==> config.mk <==
export PLATFORM = sky130hd
export DESIGN_NAME = tlut_reduce
export DESIGN_NICKNAME = d
export VERILOG_FILES = /design/src/rtl/tlut_reduce_pkg.sv /design/src/rtl/tlut_adder_tree.sv /design/src/rtl/tlut_reduce.sv
export SDC_FILE = /design/constraint.sdc
export NUM_CORES = 2
export LEC_CHECK = 0
export CORE_MARGIN = 4
export CORE_UTILIZATION = 40
export DETAILED_ROUTE_END_ITERATION = 7
export DONT_BUFFER_PORTS = 1
export RECOVER_POWER = 100
export SLEW_MARGIN = 0
export SYNTH_ARGS = -nofsm -noshare
export SYNTH_HDL_FRONTEND = slang
export SYNTH_HIERARCHICAL = 1
export SYNTH_SLANG_ARGS = --single-unit
export TNS_END_PERCENT = 20
==> constraint.sdc <==
create_clock -name clk -period 36.3 [get_ports clk]
set_clock_uncertainty 0.1 [all_clocks]
set_input_delay 7.26 -clock clk [delete_from_list [all_inputs] [get_ports clk]]
set_output_delay 7.26 -clock clk [all_outputs]
set_load 0.05 [all_outputs]
==> src/rtl/tlut_reduce_pkg.sv <==
// Shared constants and types for the TLUT product reduction path.
package tlut_reduce_pkg;

  localparam int unsigned DIM_A     = 4;
  localparam int unsigned DIM_C     = 8;
  localparam int unsigned ACC_WIDTH = 16;
  localparam int unsigned OUT_WIDTH = 24;

  function automatic int unsigned tree_levels(input int unsigned n);
    return (n <= 1) ? 0 : $clog2(n);
  endfunction

  function automatic int unsigned max_u(input int unsigned a, input int unsigned b);
    return (a > b) ? a : b;
  endfunction

  localparam int unsigned TREE_LEVELS = tree_levels(DIM_C);

  typedef struct packed {
    logic first;
    logic last;
  } side_t;

endpackage

==> src/rtl/tlut_adder_tree.sv <==
// One lane of the pipelined binary adder tree: N signed products -> one sum, L register levels.
module tlut_adder_tree #(
  parameter int unsigned N = 8,
  parameter int unsigned W = 16,
  parameter int unsigned L = 3
) (
  input  logic             clk,
  input  logic             rst,
  input  logic             adv,
  input  logic             in_valid,
  input  logic [N*W-1:0]   in_data,
  output logic             out_valid,
  output logic             busy,
  output logic [W+L-1:0]   out_data
);

  localparam int unsigned P  = 1 << L;
  localparam int unsigned TW = W + L;

  logic [P*W-1:0]        w_pad;
  logic signed [TW-1:0]  w_val  [2*P];
  logic signed [TW-1:0]  r_node [1:P-1];
  logic [L-1:0]          r_vld;

  // Heap layout: node i sums children 2i and 2i+1; indices P..2P-1 are the
  // zero-padded leaves, so every level is exactly one register deep.
  always_comb begin
    w_pad = '0;
    w_pad[N*W-1:0] = in_data;
    w_val = '{default: '0};
    for (int unsigned i = 1; i < P; i++) w_val[i] = r_node[i];
    for (int unsigned k = 0; k < P; k++) w_val[P+k] = TW'($signed(w_pad[k*W +: W]));
  end

  always_ff @(posedge clk) begin
    if (adv) begin
      for (int unsigned i = 1; i < P; i++) r_node[i] <= w_val[2*i] + w_val[2*i+1];
    end
  end

  always_ff @(posedge clk) begin
    if (rst) begin
      r_vld <= '0;
    end else if (adv) begin
      r_vld[0] <= in_valid;
      for (int unsigned j = 1; j < L; j++) r_vld[j] <= r_vld[j-1];
    end
  end

  assign out_valid = r_vld[L-1];
  assign out_data  = r_node[1];
  assign busy      = |r_vld;

endmodule

==> src/rtl/tlut_reduce.sv <==
// Reduces per-lane TLUT products through adder trees, accumulates over a K-tile
// and emits one saturated sum per lane with valid/ready flow control.
module tlut_reduce #(
  parameter int unsigned DIM_A     = tlut_reduce_pkg::DIM_A,
  parameter int unsigned DIM_C     = tlut_reduce_pkg::DIM_C,
  parameter int unsigned ACC_WIDTH = tlut_reduce_pkg::ACC_WIDTH,
  parameter int unsigned OUT_WIDTH = tlut_reduce_pkg::OUT_WIDTH
) (
  input  logic                             clk,
  input  logic                             rst,
  input  logic                             in_valid,
  output logic                             in_ready,
  input  logic                             in_first,
  input  logic                             in_last,
  input  logic [DIM_C*DIM_A*ACC_WIDTH-1:0] in_prod,
  output logic                             out_valid,
  input  logic                             out_ready,
  output logic [DIM_A*OUT_WIDTH-1:0]       out_sum,
  output logic [DIM_A-1:0]                 out_sat,
  output logic                             seq_err,
  output logic                             busy
);

  import tlut_reduce_pkg::*;

  localparam int unsigned L     = tree_levels(DIM_C);
  localparam int unsigned TW    = ACC_WIDTH + L;
  localparam int unsigned SUM_W = max_u(OUT_WIDTH, TW) + 1;
  localparam logic signed [SUM_W-1:0] MAXV = {{(SUM_W-OUT_WIDTH+1){1'b0}}, {(OUT_WIDTH-1){1'b1}}};
  localparam logic signed [SUM_W-1:0] MINV = {{(SUM_W-OUT_WIDTH+1){1'b1}}, {(OUT_WIDTH-1){1'b0}}};

  logic                         w_adv;
  logic [DIM_C*ACC_WIDTH-1:0]   w_lane_in [DIM_A];
  logic [TW-1:0]                w_tree    [DIM_A];
  logic [DIM_A-1:0]             w_lane_vld;
  logic [DIM_A-1:0]             w_lane_busy;
  side_t                        w_side;
  logic                         w_s_valid;
  logic                         w_fresh;
  logic signed [OUT_WIDTH-1:0]  w_nacc    [DIM_A];
  logic [DIM_A*OUT_WIDTH-1:0]   w_nacc_flat;
  logic [DIM_A-1:0]             w_nsat;

  logic signed [OUT_WIDTH-1:0]  r_acc     [DIM_A];
  logic [DIM_A-1:0]             r_acc_sat;
  logic                         r_acc_open;
  logic                         r_tile_open;
  logic                         r_seq_err;
  logic                         r_out_valid;
  logic [DIM_A*OUT_WIDTH-1:0]   r_out_sum;
  logic [DIM_A-1:0]             r_out_sat;

  assign w_adv    = !(r_out_valid && !out_ready);
  assign in_ready = w_adv;

  always_comb begin
    w_lane_in = '{default: '0};
    for (int unsigned a = 0; a < DIM_A; a++) begin
      for (int unsigned c = 0; c < DIM_C; c++) begin
        w_lane_in[a][c*ACC_WIDTH +: ACC_WIDTH] = in_prod[(c*DIM_A+a)*ACC_WIDTH +: ACC_WIDTH];
      end
    end
  end

  generate
    if (L == 0) begin : g_bypass
      for (genvar a = 0; a < DIM_A; a++) begin : g_lane
        assign w_tree[a] = w_lane_in[a];
      end
      assign w_lane_vld  = {DIM_A{in_valid}};
      assign w_lane_busy = '0;
      assign w_side      = {in_first, in_last};
    end else begin : g_tree
      side_t r_side [L];
      for (genvar a = 0; a < DIM_A; a++) begin : g_lane
        tlut_adder_tree #(
          .N (DIM_C),
          .W (ACC_WIDTH),
          .L (L)
        ) u_tree (
          .clk       (clk),
          .rst       (rst),
          .adv       (w_adv),
          .in_valid  (in_valid),
          .in_data   (w_lane_in[a]),
          .out_valid (w_lane_vld[a]),
          .busy      (w_lane_busy[a]),
          .out_data  (w_tree[a])
        );
      end
      always_ff @(posedge clk) begin
        if (w_adv) begin
          r_side[0] <= {in_first, in_last};
          for (int unsigned j = 1; j < L; j++) r_side[j] <= r_side[j-1];
        end
      end
      assign w_side = r_side[L-1];
    end
  endgenerate

  assign w_s_valid = &w_lane_vld;
  // Accumulator restarts on first, and is treated as zero when no tile is open.
  assign w_fresh   = w_side.first || !r_acc_open;

  always_comb begin
    w_nacc_flat = '0;
    w_nsat      = '0;
    for (int unsigned a = 0; a < DIM_A; a++) begin
      logic signed [SUM_W-1:0] v_base;
      logic signed [SUM_W-1:0] v_sum;
      logic                    v_clip;
      v_base    = w_fresh ? '0 : SUM_W'(r_acc[a]);
      v_sum     = v_base + SUM_W'($signed(w_tree[a]));
      v_clip    = 1'b0;
      w_nacc[a] = v_sum[OUT_WIDTH-1:0];
      if (v_sum > MAXV) begin
        w_nacc[a] = MAXV[OUT_WIDTH-1:0];
        v_clip    = 1'b1;
      end else if (v_sum < MINV) begin
        w_nacc[a] = MINV[OUT_WIDTH-1:0];
        v_clip    = 1'b1;
      end
      w_nsat[a] = (!w_fresh && r_acc_sat[a]) || v_clip;
      w_nacc_flat[a*OUT_WIDTH +: OUT_WIDTH] = w_nacc[a];
    end
  end

  always_ff @(posedge clk) begin
    if (rst) begin
      r_acc       <= '{default: '0};
      r_acc_sat   <= '0;
      r_acc_open  <= 1'b0;
      r_tile_open <= 1'b0;
      r_seq_err   <= 1'b0;
      r_out_valid <= 1'b0;
      r_out_sum   <= '0;
      r_out_sat   <= '0;
    end else if (w_adv) begin
      if (w_s_valid) begin
        r_acc      <= w_nacc;
        r_acc_sat  <= w_nsat;
        r_acc_open <= !w_side.last && (w_side.first || r_acc_open);
      end
      r_out_valid <= w_s_valid && w_side.last;
      if (w_s_valid && w_side.last) begin
        r_out_sum <= w_nacc_flat;
        r_out_sat <= w_nsat;
      end
      if (in_valid) begin
        if (in_first && r_tile_open) r_seq_err <= 1'b1;
        r_tile_open <= !in_last && (in_first || r_tile_open);
      end
    end
  end

  assign out_valid = r_out_valid;
  assign out_sum   = r_out_sum;
  assign out_sat   = r_out_sat;
  assign seq_err   = r_seq_err;
  assign busy      = (|w_lane_busy) || r_out_valid || r_tile_open;

endmodule

=== Word-level counts from Yosys, hierarchy flattened ===
Memory sizes are Yosys's and may differ from the RTL's.
Index checks and enable logic that the tools add are counted.

* Add/sub/neg operators: 32
* $lt $le $gt $ge: 8
* Mux-type cells: 21
* Bitwise logic cells: 1
* Reduce and logical (&&, ||, !) cells: 30

{| class="wikitable"
|+ Operator list
! cell !! number
|-
| 16-bit by 16-bit adder with 17-bit output || 16
|-
| 19-bit adder || 12
|-
| 24-bit two-way mux || 8
|-
| 25-bit by 19-bit adder with 25-bit output || 4
|-
| 25-bit by 24-bit > comparator with 1-bit output (second input constant) || 4
|-
| 25-bit by 24-bit less-than comparator with 1-bit output (second input constant) || 4
|-
| 25-bit two-way mux || 4
|-
| 12-bit OR reduction || 1
|-
| 1-bit logical AND || 9
|-
| 1-bit logical OR || 9
|-
| 1-bit two-way mux || 9
|-
| 1-bit zero test || 6
|-
| 5-bit AND reduction || 1
|-
| 2-bit AND reduction || 2
|-
| 4-bit AND reduction || 1
|-
| 3-bit AND reduction || 1
|-
| 1-bit NOT || 1
|}

* Register bits: 216
* Memory bits (writable): 538
* Input bits: 518
* Output and inout bits: 104
* Word-level logic and storage cells: 112
* Memories: 5

{| class="wikitable"
|+ Memory list
! memory !! depth !! bits a word !! rd ports !! clocked after Yosys merged registers in !! wr ports !! RTL line !! RTL
|-
| g_tree.g_lane[0].u_tree.r_node || 7 || 19 || 7 || 0 || 7 || tlut_adder_tree.sv:22 || <nowiki>logic signed [TW-1:0] r_node [1:P-1];</nowiki>
|-
| g_tree.g_lane[1].u_tree.r_node || 7 || 19 || 7 || 0 || 7 || tlut_adder_tree.sv:22 ||
|-
| g_tree.g_lane[2].u_tree.r_node || 7 || 19 || 7 || 0 || 7 || tlut_adder_tree.sv:22 ||
|-
| g_tree.g_lane[3].u_tree.r_node || 7 || 19 || 7 || 0 || 7 || tlut_adder_tree.sv:22 ||
|-
| g_tree.r_side || 3 || 2 || 3 || 0 || 3 || tlut_reduce.sv:74 || <nowiki>side_t r_side [L];</nowiki>
|}

=== Logic depth before layout (Yosys ltp) ===
* Word-level depth: 8
* Mapped depth: 17
* Mapped depth without buffers: 14

=== Modules after synthesis ===
Netlist, hierarchy kept.

{| class="wikitable"
|+ Modules (own cells, without submodules)
! module !! instances !! cells an instance !! area an instance (µm²) !! sequential area each (µm²)
|-
| tlut_adder_tree (g_tree.g_lane[1].u_tree ...) || 2 || 864 || 9220.1 || 3813.7
|-
| tlut_reduce || 1 || 1718 || 13882.1 || 4264.1
|-
| tlut_adder_tree (g_tree.g_lane[3].u_tree) || 1 || 906 || 9580.4 || 3813.7
|-
| tlut_adder_tree (g_tree.g_lane[0].u_tree) || 1 || 816 || 9061.2 || 3813.7
|}

=== Least setup slack after synthesis ===
Ideal clock, no wire load.

* Path kind: input to output
* Start: input port out_ready
* End: output port in_ready
* Data arrival time: 20.147 ns
* Required time: 28.940 ns
* Setup slack: 8.793 ns
* Cell stages on the path: 1
* Buffers on the path: 0
* Cells stage by stage: nand2b_1

* Cells in the longest elaborated chain, start to end: 3

{| class="wikitable"
|+ RTL lines
! what !! RTL line !! RTL
|-
| from (decl) || tlut_reduce.sv:17 || <nowiki>input logic out_ready,</nowiki>
|-
| 1-bit zero test || tlut_reduce.sv:53 || <nowiki>assign w_adv = !(r_out_valid && !out_ready);</nowiki>
|-
| 1-bit logical AND || tlut_reduce.sv:53 ||
|-
| 1-bit zero test || tlut_reduce.sv:53 ||
|-
| to (decl) || tlut_reduce.sv:12 || <nowiki>output logic in_ready,</nowiki>
|}

No other way between the ends.

==> qor.yml <==
grt_max_degree: 219
cp.arrival_ns: 17.11
viasPerCell: 5.548
firstDrtPassIters: 8
critical_path_class: "input pin to register"
crit_top_cell: "clkbuf_1"
power_density_nw_per_um2: 69.83
synth_area_um2: 50960
antenna_found_initial: 2
slowest_delay_ns: 6.25
end_kind: "register"
fmax_mhz: 58.06
rsz0062_at_grt: "false"
cts_tree: "built"
grtUsageMet1: 0.2417
routedWlPerCell_um: 18.38
gp_congestion: 0.8754
drv_cap: 13
finalHoldViolCount: 0
port_buffers: 0
synth_cells: 5168
track_usage: 0.1802
diodes: 0
endpoint: "g_tree.g_lane[0].u_tree/r_node[0][60]"
area_growth_pct: 6.778
nFillCells: 12240
avgSynthCellArea_um2: 9.861
clock_latency_ns: 0.64
drtIter0Drc: 2185
reg2reg_depth: 3
fin_tns_setup_ns: 0
synth-warning-count: 6
status: "finished, violations left"
ys_seq_area_frac: 0.3830
antenna_left: 0
holdWs_ns: 0.3212
drt_wl_total_mm: 124.8
hold_path.class: "register to register"
yosysUniqueCellTypes: 125
reg2reg_from: "out_valid"
die_w_um: 364.9
startpoint_type: "input pin"
core_um2: 126100
period_share: 0.4745
p_leak_nw: 22.07
cts_resized: 0
syn_nets: 6278
gr-usage-met3: 0.04800
p_sw_frac: 0.3668
power.share.sequential: 0.340
synth_seq_cells: 722
finalMaxSlewViolations: 938
drive_gt1_frac: 0.04750
p_sw_w: 0.001394
grt_pass1_vias: 36240
r2r_slack_ns: 25.15
violations: "max-capacitance violations, max-slew violations"
intPower_w: 0.002406
tightest_slew_ns: 8.793
r2r-end: "g_tree.g_lane[0].u_tree/r_node[0][60]"
grt_pass1_wl_mm: 195.3
clk_pin_slew_ns: 0.06
chipHeight_um: 364.9
drc: 0
post_cts_buffers: 0
die-area_um2: 133200
synth-edff-count: 506
clock_sinks: 722
place_hpwl_mm: 95.67
final_util: 0.4317
min_period_ns: 17.22
setup_violations: 0
cp_cell_sequence: "nand2b_1, clkbuf_1, clkbuf_1"
ios: 622
clockBufferDepth: 3
synth_ff_type: "edfxtp_1"
layout.nets: 6181
max_slew_margin: -4.862
grt-busiest-layer: "met2"
rows: 130
numCtsBuffers: 84
worstPathRequired_ns: 36.19
clockPowerShare: 0.221
ir_drop_v: 0.00003657
pwr-share-comb: 0.439
grt_overflow_total: 0
async_reset_ff_frac: 0
worstPathMaxFanout: 172
initial_utilization: 0.4043
use_met2: 0.2916
htreeDepth: 3
cts_hold_buf: 0
via_count: 37660
clockRootBuffer: "clkbuf_16"
slowest_stage: "clkbuf_1"
crit_start: "out_ready"
cell usage after synthesis, types with 135 or more instances:
cell type | count | area, µm²
ha_1 | 560 | 7007
nor2_1 | 547 | 2053
edfxtp_1 | 506 | 15190
a21oi_1 | 440 | 2202
xnor2_1 | 288 | 2522
nand2_1 | 236 | 885.9
dfxtp_1 | 216 | 4324
inv_1 | 198 | 743.2
a21o_1 | 187 | 1404
o21ai_0 | 187 | 935.9
xor2_1 | 141 | 1235
a211oi_1 | 139 | 1044
nor3_1 | 135 | 675.7
worst max-delay path: cells and delay by family:
family	cells	cell delay, ns
buffers and inverters	2	8.54
and+or+nand+nor	1	0.94
worst min path at each step:
stage,start,to,slack (ns),cells after the start
global route,g_tree.r_side[0][0],g_tree.r_side[0][2],0.33,0
global placement,g_tree.r_side[0][0],g_tree.r_side[0][2],0.30,0
floorplan,g_tree.r_side[0][0],g_tree.r_side[0][2],0.30,0
detailed placement,g_tree.r_side[0][3],g_tree.r_side[0][5],0.31,0
finish,g_tree.r_side[0][0],g_tree.r_side[0][2],0.32,0
CTS,g_tree.r_side[0][0],g_tree.r_side[0][2],0.32,0
power by group through the flow:
stage                     combinational (W)  clock [W]  sequential, W
final                               0.00167   0.000841        0.00129
after global routing                0.00187   0.000905        0.00131
after CTS                           0.00172   0.000873        0.00130
after detailed placement            0.00171          0        0.00131
after global placement              0.00169          0        0.00131
after floorplan                     0.00144          0        0.00124
flip-flops by register name (all words and copies together), names as in the netlist:
register and flops:
g_tree.g_lane.u_tree/r_vld 12, g_tree.g_lane.u_tree/r_node 500, out_valid 1, r_acc_open 1, r_acc_sat 4, seq_err 1
r_acc 96, g_tree.r_side 6, out_sat 4, out_sum 96, r_tile_open 1
metrics by stage:
step           setup slack (ns)  total power (W)  instances  area [µm²]
2_1_floorplan             8.793         0.002678       5168       50960
5_1_grt                   17.71         0.004090       6787       54420
3_3_place_gp              21.27         0.003001       6635       52120
4_1_cts                   21.28         0.003891       6787       54880
3_5_place_dp              21.28         0.003020       6635       52120
6_report                  19.08         0.003800       6787       54420
cells in the final DEF (no fill, tap or decap), types with 75 or more instances in the layout:
| cell | Yosys | routed |
|---|---|---|
| clkbuf_16 | 0 | 91 |
| nand2_1 | 236 | 236 |
| and2_1 | 113 | 110 |
| o21ai_0 | 187 | 222 |
| dfxtp_1 | 216 | 216 |
| nand3_1 | 76 | 75 |
| a21o_1 | 187 | 187 |
| o21a_1 | 78 | 78 |
| a21oi_1 | 440 | 443 |
| inv_1 | 198 | 198 |
| xnor2_1 | 288 | 288 |
| a211oi_1 | 139 | 152 |
| nor3_1 | 135 | 135 |
| ha_1 | 560 | 560 |
| xor2_1 | 141 | 141 |
| edfxtp_1 | 506 | 506 |
| nor2_1 | 547 | 548 |
final cells by class:
| type | instances | area, µm² | share of cell area |
|---|---|---|---|
| Clock buffer | 113 | 2412 | 0.04433 |
| Clock inverter | 39 | 344.1 | 0.006323 |
| Inverter | 199 | 747.0 | 0.01373 |
| Multi-Input combinational cell | 4047 | 29250 | 0.5374 |
| Sequential cell | 722 | 19520 | 0.3587 |
| Tap cell | 1650 | 2064 | 0.03794 |
| Timing Repair Buffer | 17 | 86.33 | 0.001586 |
routing by layer:
layer	up-vias	part of all wire
li1	18980	-
met3	124	0.069
met4	0	0.018
met5	-	0
met1	17760	0.46
met2	795	0.45
kinds of logic after synthesis:
| family | Yosys count | synth area share |
|---|---|---|
| AO/OA/AOI/OAI | 1544 | 0.2104 |
| XOR/XNOR | 430 | 0.07404 |
| adder cells (fa/ha/maj) | 635 | 0.1585 |
| buffers and inverters | 399 | 0.03606 |
| flip-flops | 722 | 0.3830 |
| multiplexers | 24 | 0.005131 |
| AND/OR/NAND/NOR | 1414 | 0.1328 |
Power figures use the tool's default switching activity.
